--- config.mk ---
export PLATFORM = sky130hd
export DESIGN_NAME = uart_tx_fifo_flat
export DESIGN_NICKNAME = d
export VERILOG_FILES = /design/src/rtl/uart_tx_fifo_if.sv /design/src/rtl/uart_tx_fifo.sv /design/src/flat_wrapper.sv
export SDC_FILE = /design/constraint.sdc
export NUM_CORES = 1
export LEC_CHECK = 0
export ABC_CLOCK_PERIOD_IN_PS = 3600
export BUFFER_PORTS_ARGS = -buffer_cell sky130_fd_sc_hd__buf_2
export CORE_ASPECT_RATIO = 1.25
export CORE_MARGIN = 2
export CORE_UTILIZATION = 45
export CTS_CLUSTER_DIAMETER = 80
export DETAILED_ROUTE_END_ITERATION = 8
export GPL_TIMING_DRIVEN = 0
export MAX_ROUTING_LAYER = met4
export PLACE_DENSITY = 0.67
export SLEW_MARGIN = 40
export SYNTH_ARGS = -nofsm -noshare
export SYNTH_HDL_FRONTEND = slang
export SYNTH_SLANG_ARGS = --single-unit
--- constraint.sdc ---
create_clock -name clk -period 3.6 [get_ports clk]
set_input_delay 0.72 -clock clk [delete_from_list [all_inputs] [get_ports clk]]
set_output_delay 0.72 -clock clk [all_outputs]
set_load 0.05 [all_outputs]
--- src/rtl/uart_tx_fifo_if.sv ---
// Byte-push side and UartTxEn side of the transmit buffer, bundled as one port.
// slave = the FIFO itself, master = whoever drives push and the transmitter status.
interface uart_tx_fifo_if #(
  parameter int DEPTH = 8,
  parameter int WIDTH = 8
);
  logic                   push;
  logic [WIDTH-1:0]       push_data;
  logic                   full;
  logic                   empty;
  logic [$clog2(DEPTH):0] count;
  logic                   overflow;
  logic [WIDTH-1:0]       tx_data;
  logic                   tx_valid;
  logic                   tx_busy;
  logic                   tx_done;
  logic                   idle;

  modport slave (
    input  push, push_data, tx_busy, tx_done,
    output full, empty, count, overflow, tx_data, tx_valid, idle
  );

  modport master (
    output push, push_data, tx_busy, tx_done,
    input  full, empty, count, overflow, tx_data, tx_valid, idle
  );
endinterface

--- src/rtl/uart_tx_fifo.sv ---
// DEPTH-entry byte queue feeding UartTxEn; push into empty idle FIFO gives tx_valid two edges later.
// No backpressure on push: a push while full is dropped and flagged by a one-cycle overflow pulse.
module uart_tx_fifo #(
  parameter int DEPTH = 8,
  parameter int WIDTH = 8
) (
  input  logic          clk,
  input  logic          nReset,
  input  logic          syncReset,
  uart_tx_fifo_if.slave bus
);
  localparam int PW = $clog2(DEPTH);
  localparam int CW = PW + 1;

  typedef enum logic [1:0] {S_IDLE, S_SEND, S_WAIT} state_e;

  state_e           state_q, state_d;
  logic [PW-1:0]    wr_ptr_q, wr_ptr_d;
  logic [PW-1:0]    rd_ptr_q, rd_ptr_d;
  logic [CW-1:0]    count_q, count_d;
  logic [WIDTH-1:0] tx_data_q, tx_data_d;
  logic             overflow_q, overflow_d;
  logic [WIDTH-1:0] mem_q [DEPTH];

  logic full, empty, push_ok, launch;

  assign full    = (count_q == CW'(DEPTH));
  assign empty   = (count_q == '0);
  assign push_ok = bus.push && !full && !syncReset;

  always_ff @(posedge clk or negedge nReset) begin
    if (!nReset) begin
      state_q <= S_IDLE;
    end else begin
      state_q <= state_d;
    end
  end

  // launch is the single pop point: a byte leaves storage only as it is strobed out
  always_comb begin
    state_d = state_q;
    launch  = 1'b0;
    case (state_q)
      S_IDLE: begin
        if (!empty && !bus.tx_busy) begin
          state_d = S_SEND;
          launch  = 1'b1;
        end
      end
      S_SEND:  state_d = S_WAIT;
      S_WAIT:  if (bus.tx_done) state_d = S_IDLE;
      default: state_d = S_IDLE;
    endcase
    if (syncReset) begin
      state_d = S_IDLE;
      launch  = 1'b0;
    end
  end

  always_comb begin
    bus.tx_valid = (state_q == S_SEND);
    bus.idle     = empty && (state_q == S_IDLE);
  end

  always_comb begin
    wr_ptr_d   = wr_ptr_q;
    rd_ptr_d   = rd_ptr_q;
    tx_data_d  = tx_data_q;
    count_d    = count_q + CW'(push_ok) - CW'(launch);
    overflow_d = bus.push && full;
    if (push_ok) wr_ptr_d = wr_ptr_q + PW'(1);
    if (launch) begin
      rd_ptr_d  = rd_ptr_q + PW'(1);
      tx_data_d = mem_q[rd_ptr_q];
    end
    if (syncReset) begin
      wr_ptr_d   = '0;
      rd_ptr_d   = '0;
      count_d    = '0;
      tx_data_d  = '0;
      overflow_d = 1'b0;
    end
  end

  always_ff @(posedge clk or negedge nReset) begin
    if (!nReset) begin
      wr_ptr_q   <= '0;
      rd_ptr_q   <= '0;
      count_q    <= '0;
      tx_data_q  <= '0;
      overflow_q <= 1'b0;
    end else begin
      wr_ptr_q   <= wr_ptr_d;
      rd_ptr_q   <= rd_ptr_d;
      count_q    <= count_d;
      tx_data_q  <= tx_data_d;
      overflow_q <= overflow_d;
    end
  end

  // Storage is deliberately left out of reset; pointers alone define what is valid
  always_ff @(posedge clk) begin
    if (push_ok) mem_q[wr_ptr_q] <= bus.push_data;
  end

  assign bus.full     = full;
  assign bus.empty    = empty;
  assign bus.count    = count_q;
  assign bus.overflow = overflow_q;
  assign bus.tx_data  = tx_data_q;
endmodule
--- src/flat_wrapper.sv ---
// flat-port wrapper written by rule: the top's interface ports become plain ports
module uart_tx_fifo_flat 
#(
  parameter int DEPTH = 8,
  parameter int WIDTH = 8
)
  (clk, nReset, syncReset, bus_push, bus_push_data, bus_tx_busy, bus_tx_done, bus_full, bus_empty, bus_count, bus_overflow, bus_tx_data, bus_tx_valid, bus_idle);
  uart_tx_fifo_if #(.DEPTH(DEPTH), .WIDTH(WIDTH)) bus_i ();
  input  logic clk;
  input  logic nReset;
  input  logic syncReset;
  input wire logic [$bits(bus_i.push)-1:0] bus_push;
  input wire logic [$bits(bus_i.push_data)-1:0] bus_push_data;
  input wire logic [$bits(bus_i.tx_busy)-1:0] bus_tx_busy;
  input wire logic [$bits(bus_i.tx_done)-1:0] bus_tx_done;
  output wire logic [$bits(bus_i.full)-1:0] bus_full;
  output wire logic [$bits(bus_i.empty)-1:0] bus_empty;
  output wire logic [$bits(bus_i.count)-1:0] bus_count;
  output wire logic [$bits(bus_i.overflow)-1:0] bus_overflow;
  output wire logic [$bits(bus_i.tx_data)-1:0] bus_tx_data;
  output wire logic [$bits(bus_i.tx_valid)-1:0] bus_tx_valid;
  output wire logic [$bits(bus_i.idle)-1:0] bus_idle;
  assign bus_i.push = bus_push;
  assign bus_i.push_data = bus_push_data;
  assign bus_i.tx_busy = bus_tx_busy;
  assign bus_i.tx_done = bus_tx_done;
  assign bus_full = bus_i.full;
  assign bus_empty = bus_i.empty;
  assign bus_count = bus_i.count;
  assign bus_overflow = bus_i.overflow;
  assign bus_tx_data = bus_i.tx_data;
  assign bus_tx_valid = bus_i.tx_valid;
  assign bus_idle = bus_i.idle;
  uart_tx_fifo #(.DEPTH(DEPTH), .WIDTH(WIDTH)) u_core (.clk(clk), .nReset(nReset), .syncReset(syncReset), .bus(bus_i));
endmodule
# == After elaboration in Yosys (flattened, before gate mapping) ==
# Memory sizes are Yosys's and may differ from the RTL's.
# Cells that the tools add are included.
# totals
in_bits,14
register_bits,21
memories,1
mem_bits_rw,64
output_inout_bits,17
# op_classes
muxes,17
add_sub_neg,4
n_eq_ne,5
n_reduce_logical,14
# mem_list
name,words,word_bits,read_ports,rd_ports_with_merged_regs,wr,line,rtl
u_core.mem_q,8,8,1,0,1,uart_tx_fifo.sv:23,logic [WIDTH-1:0] mem_q [DEPTH];
# ops
operator,count
two-way mux 8 bit,2
two-way mux 3 bit,4
adder 3 x 1 -> 3 bit (second input constant),2
two-way mux 1 bit,6
two-way mux 2 bit,3
one-hot mux 2 bit (3 select lines),1
logical AND 1 bit,5
adder 4 x 1 -> 4 bit,1
equality test 4 bit (second input constant),1
logical NOT 1 bit,4
logical NOT 4 bit,1
two-way mux 4 bit,1
nonzero test 2 bit,2
subtractor 4 x 1 -> 4 bit,1
!= test 3 x 2 -> 1 bit (second input constant),1
!= test 3 bit (second input constant),1
equality test 2 x 1 -> 1 bit (second input constant),1
equality test 2 bit (second input constant),1
logical NOT 2 bit,1
AND reduction 2 bit,1

# == Depth between registers and ports, before layout ==
# logic_depth
ltp_word,8
depth_mapped,14
ltp_nobuf,12

# == Least setup slack after synthesis ==
# Ideal clock, no wire load.
# synth_path
kind,reg-to-output
startpoint,"register u_core.count_q[2], in the netlist u_core.bus.count[2]"
endpoint,output bus_idle
t_arrival_ps,2394
path_stages_with_launch,6
slack_ps,486
n_path_buf,1
cell_sequence,dfrtp_1 inv_1 ha_1 or3b_1 buf_2 nor3_1
# synth_via
elab_chain_cells,2
# synth_rtl
element,line,rtl
"start, declared",uart_tx_fifo.sv:20,"logic [CW-1:0] count_q, count_d;"
"start signal, assigned",uart_tx_fifo.sv:95,count_q <= count_d;
logical NOT 4 bit,uart_tx_fifo.sv:28,assign empty = (count_q == '0);
logical AND 1 bit,uart_tx_fifo.sv:62,bus.idle = empty && (state_q == S_IDLE);
"end, declared",flat_wrapper.sv:22,output wire logic [$bits(bus_i.idle)-1:0] bus_idle;
# Every way passes these cells.

# == Worst setup path in the final report ==
# layout_path
startpoint,"register u_core.count_q[2], in the netlist u_core.bus.count[2]"
endpoint,"register u_core.count_q[2], in the netlist u_core.bus.count[2]"
# layout_via
elab_chain_cells,8
# layout_rtl
element,line,rtl
branches (longest 6 deep; another with adder 4 x 1 -> 4 bit),-,
subtractor 4 x 1 -> 4 bit *,uart_tx_fifo.sv:69,count_d = count_q + CW'(push_ok) - CW'(launch);
two-way mux 4 bit *,uart_tx_fifo.sv:76,if (syncReset) begin
named net u_core.count_d[2],uart_tx_fifo.sv:20,
# Mark *: on every way through the listed nets, which the timed path passes.
# A chain may end at the register's enable or synchronous reset.

==> results_dict.tcl <==
set metrics [dict create \
    syn_inst 204 \
    h-tree-depth 3 \
    power.density_nw_per_um2 742 \
    finalHoldViolCount 0 \
    grt_antenna_before_repair 0 \
    clock_path_buffers 2 \
    drc 0 \
    syn_to_final_growth_pct 14.2 \
    core_area_um2 7440 \
    viasPerCell 5.42 \
    report.final.slew_viol_count 0 \
    crit_path_end_kind "flop" \
    r2r_cells 13 \
    grt_max_degree 22 \
    yosysWarnings 0 \
    crit_arrival_ns 3.09 \
    netlist_area_um2 3490 \
    root_buffer "clkbuf_8" \
    clkPwrFrac_pct 23.1 \
    place_congestion 0.704 \
    crit_fanout 10 \
    ir_drop_uv 423 \
    outcome "finished, final reports clean" \
    seqPwrFrac_pct 41.1 \
    grt_first_pass_wirelength_um 9830 \
    p_int_mw 1.87 \
    io_buffers 30 \
    cts_tree "done" \
    grt_usage_pct 17.5 \
    combPwrFrac_pct 35.8 \
    tightest_slew_ns 0.804 \
    whs_ns 0.322 \
    post-route-util_pct 53.5 \
    final_area_um2 3980 \
    ff2ff_setup_slack_ns 0.74 \
    drt_iter0_markers 94 \
    fmax_ghz 0.350 \
    synth_cell_types 31 \
    path_clk_slew_ns 0.09 \
    cts_setup_buffers 0 \
    place_hpwl_um 4290 \
    setup_tns_ns 0 \
    syn-num-nets 227 \
    crit_start "u_core.bus.count[2]" \
    switching_power_mw 1.08 \
    post-place-ws_ns 0.741 \
    start_kind "flop" \
    r2r_end "u_core.bus.count[2]" \
    finalSetupViolCount 0 \
    postRouteAntennaNets 0 \
    wl_per_cell_um 19.1 \
    final_cell_mix "edfxtp_1 (64), buf_2 (33), dfrtp_1 (21), nor2_1 (19)" \
    dr.pass1.iters 6 \
    hp-class "input port to async pin" \
    finalCriticalPeriod_ns 2.86 \
    ys_seq_area_share_pct 70.2 \
    final_common_cell "edfxtp_1" \
    total_power_mw 2.96 \
    die_h_um 102 \
    cpMostUsedCell "ha_1" \
    synth_seq_cells 85 \
    overflow 0 \
    rsz0062_at_grt "no" \
    clock-sinks 85 \
    p_leak_nw 1.49 \
    drive_above_1_share_pct 29.5 \
    setup_slack_ns 0.744 \
    cp_cell_sequence "inv_1 -> ha_1 -> or3b_1 -> buf_2 -> and2_4 -> buf_6 -> nor2b_1 -> ha_1 -> inv_1 -> ha_1 -> fa_1 -> xnor2_1 -> nor2_1" \
    postCtsHoldBufs 0 \
    critPathRequiredTime_ns 3.83 \
    cts-resized-gates 0 \
    path_buf_inv 4 \
    clkLatencyLatePin_ns 0.35 \
    stdcell_count 343 \
    nNetsFinal 269 \
    start_util_pct 46.8 \
    numCtsBuffers 9 \
    die_x_um 82.7 \
    r2r_start "u_core.bus.count[2]" \
    grt_pass1_vias 1820 \
    cap_violations 0 \
    num_rows 35 \
    worst-setup-path-type "flop to flop" \
    cp_top_family "adder cells" \
    dpl_cell_area_um2 3780 \
    die_area_um2 8470 \
    routed_wirelength_um 6560 \
    synth.avg_cell_area_um2 17.1 \
    skew_ns 0.0114 \
    relSlewSlack_pct 46.1 \
    switching_share_pct 36.7 \
    vias 1860 \
    max_stage_delay_ns 0.39 \
    io_pins 31 \
    finalCritPeriodShare_pct 79.3 \
    cp_slowest_cell "dfrtp_1" \
    diodes 0 \
    placed_cells 327 \
]
-- sequential cells by signal (all words and copies together) (netlist names) --
signal / flops
u_core.rd_ptr_q: 3
u_core.bus.overflow: 1
u_core.wr_ptr_q: 3
u_core.bus.tx_data: 8
u_core.bus.count: 4
u_core.state_q: 2
u_core.mem_q: 64
-- how the worst max path moves through the flow --
stage	end	slack, ns	cells after the start
after floorplan	bus_idle	0.49	5
after global placement	u_core.mem_q[0][7]	0.66	4
after CTS	u_core.bus.count[2]	0.72	13
after global routing	u_core.bus.count[2]	0.57	13
after detailed placement	u_core.bus.count[2]	0.74	13
final	u_core.bus.count[2]	0.74	13
-- worst reg2reg max path, delay by kind of cell (launching register included) --
family / cells / cell delay (ns)
xor gates and xnor gates: 1 / 0.15
and+or+nand+nor: 4 / 0.69
buffers and inverters: 4 / 0.46
DFF: 1 / 0.39
adders and majority gates: 4 / 1.04
-- cells by family after synthesis --
logic type,after synthesis,synth area share [%]
flip-flops,85,70.2
AND/OR/NAND/NOR,59,8.97
buffers and inverters,17,2.58
multiplexers,17,11.4
AO/OA/AOI/OAI,11,1.94
adder cells (fa/ha/maj),9,3.44
XOR/XNOR,6,1.51
-- cells in the mapped netlist, drive strengths merged --
library cell | instances | share of area, %
a21o | 1 | 0.22
a21oi | 2 | 0.29
and2 | 1 | 0.25
buf | 5 | 1.3
clkbuf | 3 | 0.36
dfrtp | 21 | 15
edfxtp | 64 | 55
fa | 1 | 0.57
ha | 8 | 2.9
inv | 9 | 0.97
mux2i | 1 | 0.29
mux4 | 16 | 11
nand2 | 4 | 0.43
nand2b | 3 | 0.54
nand3 | 5 | 1.2
nor2 | 25 | 2.7
nor2b | 5 | 0.90
nor3 | 12 | 2.0
nor3b | 1 | 0.22
o22ai | 8 | 1.4
or3 | 1 | 0.18
or3b | 2 | 0.50
xnor2 | 4 | 1.0
xor2 | 2 | 0.50
-- layout make-up --
class | count | area [µm²]
buffer | 8 | 56.3
multi-input combinational | 102 | 975
sequential | 85 | 2450
fill | 624 | 3460
tap | 92 | 115
timing repair buffer | 31 | 155
inverter | 9 | 33.8
clock inverter | 6 | 73.8
clock buffer | 10 | 128
-- routing by layer --
| layer | vias to the layer above | track usage (%) | wire length, µm |
|---|---|---|---|
| met4 | 0 | 9.08 | 212 |
| met3 | 16 | 3.62 | 240 |
| met5 | - | - | 0 |
| met1 | 940 | 22.7 | 2900 |
| li1 | 860 | - | - |
| met2 | 44 | 26.1 | 3200 |
-- power by group through the flow --
stage	clock network, mW	logic [mW]	registers [mW]
floorplan	0	0.650	1.41
global placement	0	1.05	1.23
detailed placement	0	1.07	1.24
CTS	0.696	1.07	1.22
global route	0.744	1.15	1.23
finish	0.683	1.06	1.21
Note: power is estimated with default switching activity, not from simulation.
